**src/rtl/nonrestoring_divider_pkg.sv**
```systemverilog
// -----------------------------------------------------------------------------
// nonrestoring_divider_pkg
// Types and constants shared by the M-extension functional units.
//   XLEN        : operand / result width
//   CNT_W       : width of the divider step counter (counts 0..XLEN)
//   fu_state_e  : FREE / BUSY status reported to the issue logic
//   div_state_e : divider control states
//   op_mag()    : two's-complement magnitude of an operand
// -----------------------------------------------------------------------------
package nonrestoring_divider_pkg;

  localparam int XLEN  = 32;
  localparam int CNT_W = $clog2(XLEN) + 1;

  typedef enum logic {
    FREE = 1'b0,
    BUSY = 1'b1
  } fu_state_e;

  typedef enum logic [1:0] {
    IDLE     = 2'd0,
    DIVIDE   = 2'd1,
    FINALIZE = 2'd2
  } div_state_e;

  // Magnitude of an operand: negated only when it is a negative signed value.
  // The most negative value maps onto itself, which is correct as an unsigned
  // magnitude of 2^(XLEN-1).
  function automatic logic [XLEN-1:0] op_mag(input logic [XLEN-1:0] v,
                                             input logic            neg);
    return neg ? (~v + 1'b1) : v;
  endfunction

endpackage

```
**src/rtl/nonrestoring_divider.sv**
```systemverilog
// -----------------------------------------------------------------------------
// nonrestoring_divider
// Sequential radix-2 non-restoring divider for DIV/DIVU/REM/REMU. One quotient
// bit is produced per enabled cycle; divide-by-zero and signed overflow are
// resolved at accept time and skip the iteration entirely. One operation in
// flight at a time.
//
// Ports
//   clk_i        : clock, rising edge
//   rst_n_i      : asynchronous active-low reset
//   clk_en_i     : clock enable, all state holds while low
//   valid_i      : start request, taken only when FREE and enabled
//   signed_i     : 1 = signed (DIV/REM), 0 = unsigned (DIVU/REMU)
//   dividend_i   : dividend, sampled on the accept edge
//   divisor_i    : divisor, sampled on the accept edge
//   quotient_o   : registered quotient, held until the next result
//   remainder_o  : registered remainder, held until the next result
//   valid_o      : one enabled-cycle pulse when results update
//   fu_state_o   : FREE while idle, BUSY while an operation is in flight
// -----------------------------------------------------------------------------
module nonrestoring_divider
  import nonrestoring_divider_pkg::*;
(
  input  logic            clk_i,
  input  logic            rst_n_i,
  input  logic            clk_en_i,
  input  logic            valid_i,
  input  logic            signed_i,
  input  logic [XLEN-1:0] dividend_i,
  input  logic [XLEN-1:0] divisor_i,
  output logic [XLEN-1:0] quotient_o,
  output logic [XLEN-1:0] remainder_o,
  output logic            valid_o,
  output fu_state_e       fu_state_o
);

  // ---------------------------------------------------------------------------
  // State
  // ---------------------------------------------------------------------------
  div_state_e       r_state;
  logic [CNT_W-1:0] r_cnt;
  logic [XLEN:0]    r_rem;       // signed partial remainder, one guard bit
  logic [XLEN-1:0]  r_quo;       // dividend magnitude shifting out, quotient in
  logic [XLEN-1:0]  r_dvs;       // divisor magnitude
  logic             r_neg_q;     // negate quotient at finalize
  logic             r_neg_r;     // negate remainder at finalize
  logic             r_fast;      // r_quo/r_rem already hold the final answer
  logic [XLEN-1:0]  r_quotient;
  logic [XLEN-1:0]  r_remainder;
  logic             r_valid;

  div_state_e       w_state_nxt;
  logic [CNT_W-1:0] w_cnt_nxt;
  logic [XLEN:0]    w_rem_nxt;
  logic [XLEN-1:0]  w_quo_nxt;
  logic [XLEN-1:0]  w_dvs_nxt;
  logic             w_neg_q_nxt;
  logic             w_neg_r_nxt;
  logic             w_fast_nxt;
  logic [XLEN-1:0]  w_quotient_nxt;
  logic [XLEN-1:0]  w_remainder_nxt;
  logic             w_valid_nxt;

  // ---------------------------------------------------------------------------
  // Accept-time decode
  // ---------------------------------------------------------------------------
  logic            w_dvd_neg;
  logic            w_dvs_neg;
  logic            w_div_zero;
  logic            w_sovf;

  assign w_dvd_neg  = signed_i & dividend_i[XLEN-1];
  assign w_dvs_neg  = signed_i & divisor_i[XLEN-1];
  assign w_div_zero = (divisor_i == '0);
  assign w_sovf     = signed_i
                    & (dividend_i == {1'b1, {(XLEN-1){1'b0}}})
                    & (divisor_i  == {XLEN{1'b1}});

  // ---------------------------------------------------------------------------
  // Iteration datapath
  // ---------------------------------------------------------------------------
  // {R,Q} shifted left by one; the top bit of R falls off, which is safe
  // because |R| < |D| <= 2^XLEN keeps every result inside XLEN+1 bits modulo
  // arithmetic, while the sign decision uses the stored (unshifted) R.
  logic [XLEN:0]   w_shift_rem;
  logic [XLEN:0]   w_step_rem;
  logic [XLEN-1:0] w_step_quo;

  assign w_shift_rem = {r_rem[XLEN-1:0], r_quo[XLEN-1]};
  assign w_step_rem  = r_rem[XLEN] ? (w_shift_rem + {1'b0, r_dvs})
                                   : (w_shift_rem - {1'b0, r_dvs});
  assign w_step_quo  = {r_quo[XLEN-2:0], ~w_step_rem[XLEN]};

  // ---------------------------------------------------------------------------
  // Finalize datapath
  // ---------------------------------------------------------------------------
  // A negative final remainder gets one restoring add; only the low XLEN bits
  // are needed since the corrected value lies in [0, |D|).
  logic [XLEN-1:0] w_fix_rem;
  logic [XLEN-1:0] w_fin_quo;
  logic [XLEN-1:0] w_fin_rem;

  assign w_fix_rem = r_rem[XLEN-1:0] + (r_rem[XLEN] ? r_dvs : '0);
  assign w_fin_quo = r_neg_q ? (~r_quo + 1'b1) : r_quo;
  assign w_fin_rem = r_neg_r ? (~w_fix_rem + 1'b1) : w_fix_rem;

  // ---------------------------------------------------------------------------
  // Next-state / next-data logic
  // ---------------------------------------------------------------------------
  always_comb begin
    w_state_nxt     = r_state;
    w_cnt_nxt       = r_cnt;
    w_rem_nxt       = r_rem;
    w_quo_nxt       = r_quo;
    w_dvs_nxt       = r_dvs;
    w_neg_q_nxt     = r_neg_q;
    w_neg_r_nxt     = r_neg_r;
    w_fast_nxt      = r_fast;
    w_quotient_nxt  = r_quotient;
    w_remainder_nxt = r_remainder;
    w_valid_nxt     = 1'b0;           // valid_o is a single enabled-cycle pulse

    case (r_state)
      IDLE: begin
        if (valid_i) begin
          w_cnt_nxt   = '0;
          w_neg_q_nxt = 1'b0;
          w_neg_r_nxt = 1'b0;
          if (w_div_zero) begin
            // RISC-V: quotient all ones, remainder is the raw dividend
            w_quo_nxt   = {XLEN{1'b1}};
            w_rem_nxt   = {1'b0, dividend_i};
            w_dvs_nxt   = '0;
            w_fast_nxt  = 1'b1;
            w_state_nxt = FINALIZE;
          end else if (w_sovf) begin
            // RISC-V: most-negative / -1 returns the dividend, remainder 0
            w_quo_nxt   = dividend_i;
            w_rem_nxt   = '0;
            w_dvs_nxt   = divisor_i;
            w_fast_nxt  = 1'b1;
            w_state_nxt = FINALIZE;
          end else begin
            w_quo_nxt   = op_mag(dividend_i, w_dvd_neg);
            w_rem_nxt   = '0;
            w_dvs_nxt   = op_mag(divisor_i, w_dvs_neg);
            w_neg_q_nxt = w_dvd_neg ^ w_dvs_neg;
            w_neg_r_nxt = w_dvd_neg;
            w_fast_nxt  = 1'b0;
            w_state_nxt = DIVIDE;
          end
        end
      end

      DIVIDE: begin
        w_rem_nxt = w_step_rem;
        w_quo_nxt = w_step_quo;
        w_cnt_nxt = r_cnt + 1'b1;
        if (r_cnt == CNT_W'(XLEN-1)) begin
          w_state_nxt = FINALIZE;
        end
      end

      FINALIZE: begin
        w_quotient_nxt  = r_fast ? r_quo : w_fin_quo;
        w_remainder_nxt = r_fast ? r_rem[XLEN-1:0] : w_fin_rem;
        w_valid_nxt     = 1'b1;
        w_state_nxt     = IDLE;
      end

      default: begin
        w_state_nxt = IDLE;
      end
    endcase
  end

  // ---------------------------------------------------------------------------
  // State register
  // ---------------------------------------------------------------------------
  always_ff @(posedge clk_i or negedge rst_n_i) begin
    if (!rst_n_i) begin
      r_state <= IDLE;
    end else if (clk_en_i) begin
      r_state <= w_state_nxt;
    end
  end

  // ---------------------------------------------------------------------------
  // Datapath and output registers
  // ---------------------------------------------------------------------------
  always_ff @(posedge clk_i or negedge rst_n_i) begin
    if (!rst_n_i) begin
      r_cnt       <= '0;
      r_rem       <= '0;
      r_quo       <= '0;
      r_dvs       <= '0;
      r_neg_q     <= 1'b0;
      r_neg_r     <= 1'b0;
      r_fast      <= 1'b0;
      r_quotient  <= '0;
      r_remainder <= '0;
      r_valid     <= 1'b0;
    end else if (clk_en_i) begin
      r_cnt       <= w_cnt_nxt;
      r_rem       <= w_rem_nxt;
      r_quo       <= w_quo_nxt;
      r_dvs       <= w_dvs_nxt;
      r_neg_q     <= w_neg_q_nxt;
      r_neg_r     <= w_neg_r_nxt;
      r_fast      <= w_fast_nxt;
      r_quotient  <= w_quotient_nxt;
      r_remainder <= w_remainder_nxt;
      r_valid     <= w_valid_nxt;
    end
  end

  assign quotient_o  = r_quotient;
  assign remainder_o = r_remainder;
  assign valid_o     = r_valid;
  assign fu_state_o  = (r_state == IDLE) ? FREE : BUSY;

endmodule

```
**config.mk**
```make
export PLATFORM = sky130hd
export DESIGN_NAME = nonrestoring_divider
export DESIGN_NICKNAME = d
export VERILOG_FILES = /design/src/rtl/nonrestoring_divider_pkg.sv /design/src/rtl/nonrestoring_divider.sv
export SDC_FILE = /design/constraint.sdc
export NUM_CORES = 1
export LEC_CHECK = 0
export CORE_MARGIN = 5
export CORE_UTILIZATION = 41
export DETAILED_ROUTE_END_ITERATION = 6
export SKIP_CTS_REPAIR_TIMING = 1
export SLEW_MARGIN = 20
export SYNTH_ARGS = -nofsm -noshare
export SYNTH_HDL_FRONTEND = slang
export SYNTH_SLANG_ARGS = --single-unit
```
**constraint.sdc**
```tcl
create_clock -name clk_i -period 7.89 [get_ports clk_i]
set_input_delay 1.578 -clock clk_i [delete_from_list [all_inputs] [get_ports clk_i]]
set_output_delay 1.578 -clock clk_i [all_outputs]
set_load 0.1 [all_outputs]
```
== Word-level counts from Yosys, hierarchy flattened ==
Cells that the tools add are included.

* Add/subtract/negate cells: 8
* Eq/ne operators: 7
* Muxes and demuxes: 32
* Bitwise gates (word level): 10
* Reduce and logical (&&, ||, !) cells: 7

{| class="wikitable"
|+ Operator list
! kind !! count
|-
| $mux W32 || 13
|-
| $add A32 B1 Y32 const B || 4
|-
| $not A32 Y32 || 4
|-
| $mux W33 || 2
|-
| $pmux W33 S2 || 1
|-
| $eq A32 B32 Y1 const B || 2
|-
| $pmux W32 S2 || 1
|-
| $add A33 B32 Y33 || 1
|-
| $sub A33 B32 Y33 || 1
|-
| $add A32 B32 Y32 || 1
|-
| $logic_not A32 Y1 || 1
|-
| $pmux W6 S2 || 1
|-
| $reduce_and A3 Y1 || 3
|-
| $mux W1 || 8
|-
| $mux W2 || 4
|-
| $add A6 B1 Y6 const B || 1
|-
| $eq A6 B5 Y1 const B || 1
|-
| $mux W6 || 1
|-
| $and A1 B1 Y1 || 4
|-
| $ne A2 B2 Y1 const B || 2
|-
| $pmux W2 S2 || 1
|-
| $eq A2 B1 Y1 const B || 1
|-
| $eq A2 B2 Y1 const B || 1
|-
| $logic_not A2 Y1 || 1
|-
| other kinds (4) || 4
|}

* Bits in registers: 173
* Output and inout port bits: 66

== Depth between registers and ports, before layout ==
* Depth in word-level cells: 7
* Depth in mapped cells: 20

== Worst setup path after synthesis ==
OpenSTA, ideal clock, no wires.

* Kind: register to register
* From: register r_dvs[5]
* To: register r_rem[32]
* Arrival time: 4444 ps
* Setup slack: 3322 ps
* Stages on the path, launching flop included: 21
* Buffers on the path: 0
* Period minus slack after synthesis: 4568 ps
* Path through: dfrtp_1 > nor3_1 > nor3b_1 > nand2_1 > or2_2 > or4_1 > nor2_1 > a21oi_1 > xor2_1 > ha_1 > a21o_1 > a21oi_1 > nor2_1 > o41ai_1 > a2bb2oi_1 > a21oi_1 > o21ai_0 > o21ai_0 > a41oi_1 > mux2i_1 > a211o_1

* Longest elaborated chain between the ends: 3

{| class="wikitable"
|+ Ends and longest elaborated chain
! element !! RTL line !! source
|-
| start, declared || nonrestoring_divider.sv:44 || <nowiki>logic [XLEN-1:0] r_dvs;</nowiki>
|-
| start signal, assigned || nonrestoring_divider.sv:207 || <nowiki>r_dvs <= w_dvs_nxt;</nowiki>
|-
| $sub A33 B32 Y33 / $add A33 B32 Y33 (equally long branches) || nonrestoring_divider.sv:91, nonrestoring_divider.sv:90 ||
|-
| $mux W33 (*) || nonrestoring_divider.sv:90 || <nowiki>assign w_step_rem = r_rem[XLEN] ? (w_shift_rem + {1'b0, r_dvs})</nowiki>
|-
| $pmux W33 S2 (*) || nonrestoring_divider.sv:123 || <nowiki>case (r_state)</nowiki>
|-
| end signal, assigned || nonrestoring_divider.sv:205 || <nowiki>r_rem <= w_rem_nxt;</nowiki>
|-
| end, declared || nonrestoring_divider.sv:42 || <nowiki>logic [XLEN:0] r_rem;</nowiki>
|}

Every way passes the cells marked *; elsewhere a longest branch is shown, timed or not.
A chain may end at the register's enable or synchronous reset.

== Final worst setup path ==
* From: input port dividend_i[10]
* To: register r_quo[1]

* Longest elaborated chain between the ends: 7

{| class="wikitable"
|+ Ends and longest elaborated chain
! element !! RTL line !! source
|-
| start, declared || nonrestoring_divider.sv:29 || <nowiki>input logic [XLEN-1:0] dividend_i,</nowiki>
|-
| $eq A32 B32 Y1 || nonrestoring_divider.sv:76 || <nowiki>& (dividend_i == {1'b1, {(XLEN-1){1'b0}}})</nowiki>
|-
| $and A1 B1 Y1 || nonrestoring_divider.sv:76 ||
|-
| $and A1 B1 Y1 || nonrestoring_divider.sv:77 || <nowiki>& (divisor_i == {XLEN{1'b1}});</nowiki>
|-
| $mux W32 || nonrestoring_divider.sv:136 || <nowiki>end else if (w_sovf) begin</nowiki>
|-
| $mux W32 || nonrestoring_divider.sv:129 || <nowiki>if (w_div_zero) begin</nowiki>
|-
| $mux W32 || nonrestoring_divider.sv:125 || <nowiki>if (valid_i) begin</nowiki>
|-
| $pmux W32 S2 || nonrestoring_divider.sv:123 ||
|-
| end signal, assigned || nonrestoring_divider.sv:206 || <nowiki>r_quo <= w_quo_nxt;</nowiki>
|-
| end, declared || nonrestoring_divider.sv:43 || <nowiki>logic [XLEN-1:0] r_quo;</nowiki>
|}

Every way passes these cells. The select of a mux whose other input is x is not followed.

==> metrics.md <==
| Metric | Value |
|---|---|
| Status | `complete, no violations` |
| Initial antenna violation count | `0` |
| Predominant post-synthesis flop cell | `dfrtp_1` |
| Drt total wl | `47100 µm` |
| Placed Instances | `2315` |
| Slew headroom | `25.2%` |
| Max-slew violation count | `0` |
| #FFs+latches synth | `173` |
| Lkg Pwr | `6.75 nW` |
| Clock Skew | `0.0143 ns` |
| Die area | `0.0388 mm²` |
| Seq/Total Area, Yosys | `30.2%` |
| Mapped Nets | `1950` |
| Fin nets | `2020` |
| Worst path max stage delay | `0.64 ns` |
| CP Capture Type | `register` |
| Reg power frac | `22.0%` |
| CTS tree | `yes` |
| RSZ-0062 raised after global routing | `false` |
| Type of origin of the critical path | `primary input` |
| Worst-margin pin slew | `1.12 ns` |
| Async SR Flop Fraction | `100%` |
| Fin util | `48.1%` |
| Total CTS buffers | `17` |
| Die Wd | `197 µm` |
| Critical Path RT | `8.19 ns` |
| Design area | `0.0166 mm²` |
| Cell taking the most area after synthesis | `dfrtp_1` |
| Latest clock arrival within the worst-skew pair | `0.45 ns` |
| Switching part of the total | `55.7%` |
| Clock slew at reported path FFs | `0.08 ns` |
| Antenna Nets Post-Route | `0` |
| Area growth, synth to finish | `15.7%` |
| TNS Setup | `0 ns` |
| Final worst path period need | `5.42 ns` |
| Total power draw | `8.50 mW` |
| Global placement routability congestion | `0.909` |
| Drt first pass iters | `5` |
| Mapped Cells | `1809` |
| Clock Tree Buf Depth | `2` |
| Synthesized cell area | `0.0144 mm²` |
| Worst Path Class, Setup | `in2reg` |
| Number of global-route vias before repair | `13200` |
| DRC viols | `0` |
| Hold Path Class | `reg2reg` |
| Most frequent cells in the layout | `203 x nand2_1, 200 x o21ai_0, 172 x dfrtp_1` |
| Drt initial violations | `1219` |
| Dpl ws | `2.13 ns` |
| Global-route wire length before repair | `74200 µm` |
| Most common cell after layout, fill and taps aside | `nand2_1` |
| CP Max Fanout | `25` |
| Worst Slack Setup Final | `2.47 ns` |
| CTS Sinks | `173` |
| Pin count of the biggest net entering global routing | `71` |
| # Max-Cap Violations | `0` |
| Post-synth EDFFs | `0` |
| CTS Root Cell | `clkbuf_16` |
| Crit path cell chain | `clkdlybuf4s50_1, or4_1, nor4_1, nand2b_1, nor3_1, nand3_1, nor3_1, nor2b_1, and2_1, mux2_2, o221ai_1, o21ai_0` |
| Die Ht | `197 µm` |
| I/O Pins | `135` |
| Yosys top cell area share | `30.2%` |
| Avg WL per Cell | `20.0 µm` |
| Synth warn | `0` |
| Pwr/cell area | `512 mW/mm²` |
| Final Setup Violations | `0` |
| P_int | `3.76 mW` |
| GRT overflow | `0` |
| Final hold slack | `0.482 ns` |
| Via count | `13700` |
| Max VDD drop | `422 µV` |
| Finished Layout Cells | `2348` |
| Htree depth | `4` |
| Syn_area_per_cell | `7.93 µm²` |
| Main area contributors after synthesis | `dfrtp_1 30%, o21ai_0 7.0%, xor2_1 6.7%, ha_1 6.1%, a21oi_1 5.4%` |
| Hold Violations, Final | `0` |
| Port bufs | `134` |
| Core footprint | `0.0345 mm²` |
| Yosys cell types | `85` |
| Comb pwr share | `67.4%` |
| Arr. time, crit path | `5.73 ns` |
| Tcrit/Tclk final | `68.8%` |
| Worst path slowest cell | `or4_1` |
| Area of placed instances | `0.0160 mm²` |
| Initial Util | `41.5%` |
| Layout cells sized above 1 | `4.18%` |
| Most frequent CP cell | `nor3_1` |
| P_sw | `4.73 mW` |
| Overall Global Routing Usage | `23.9%` |
| HPWL after DPL | `36400 µm` |
| Peak Freq | `184 MHz` |
| # rows | `68` |
| Clock power frac | `10.7%` |
| Vias per inst | `5.84` |
## power groups by stage
stage / registers (mW) / clock network [mW] / logic [mW]
after floorplan: 2.61 / 0 / 3.49
after global placement: 1.86 / 0 / 5.63
after detailed placement: 1.87 / 0 / 5.69
after CTS: 1.86 / 0.923 / 5.71
after global routing: 1.93 / 0.953 / 6.25
final: 1.87 / 0.906 / 5.72
## cells by family (layout without fill, tap and decap cells)
logic type	count (synthesis)	count (layout)	share of synthesized area, %
compound gates	573	573	24.5
xor+xnor	191	191	11.7
fa+ha+maj	72	72	6.38
flops	173	173	30.2
buf+inv	142	225	3.97
simple gates	638	638	21.9
mux	20	20	1.42
other cells	0	1	0
## worst max-delay path, delay by kind of cell
kind                   cells  cell delay (ns)
AO/OA/AOI/OAI              2             0.24
buffers and inverters      1             0.54
multiplexers               1             0.40
AND/OR/NAND/NOR            8             2.95
## cell type report
class | instances | area, µm²
Antenna cell | 1 | 2.50
Fill cell | 3502 | 17900
Tap cell | 455 | 569
Clock inverter | 13 | 175
Timing Repair Buffer | 147 | 1440
Sequential cell | 173 | 4330
Multi-Input combinational cell | 1494 | 9480
Clock buffer | 19 | 433
Inverter | 46 | 173
## cells in the mapped netlist (7+ instances only)
cell type  count
a211o_1        9
a211oi_1      12
a21o_1        16
a21oi_1      155
a31oi_1       25
and2_1        43
and3_1        16
clkbuf_1      87
dfrtp_1      173
ha_1          70
inv_1         46
mux2i_1       17
nand2_1      203
nand2b_1      18
nand3_1       38
nand4_1       19
nor2_1       150
nor2b_1       10
nor3_1        35
nor3b_1        7
nor4_1        19
o211ai_1      15
o21a_1        11
o21ai_0      200
o21ai_1       15
o21bai_1       9
o31ai_1       25
o41ai_1       14
or3_1         39
or4_1         11
xnor2_1       81
xor2_1       110
## sequential cells by signal (all words and copies together) (netlist names)
register / cells
r_rem: 33
r_fast: 1
r_dvs: 32
quotient_o: 32
r_neg_q: 1
r_state: 2
r_neg_r: 1
remainder_o: 32
valid_o: 1
r_cnt: 6
r_quo: 32
## path summary, 6_finish.rpt
path | from | to | slack, ns | cells after the start
setup / recovery | dividend_i[10] | r_quo[1] | 2.47 | 12
hold / removal | quotient_o[1] | quotient_o[1] | 0.48 | 2
setup reg to reg | r_dvs[3] | r_rem[32] | 2.55 | 19
hold reg to reg | quotient_o[1] | quotient_o[1] | 0.48 | 2
max in group asynchronous | rst_n_i | r_quo[21] | 5.45 | 2
min in group asynchronous | rst_n_i | quotient_o[25] | 1.14 | 1
## per-layer routing
layer / track usage [%] / up-vias / part of all wire (%)
met5: 0 / - / 0
met4: 6.01 / 0 / 2.2
met3: 4.37 / 63 / 6.4
met2: 37.5 / 443 / 45
met1: 34.2 / 6535 / 46
li1: - / 6666 / -
(Power assumes the default switching activity.)
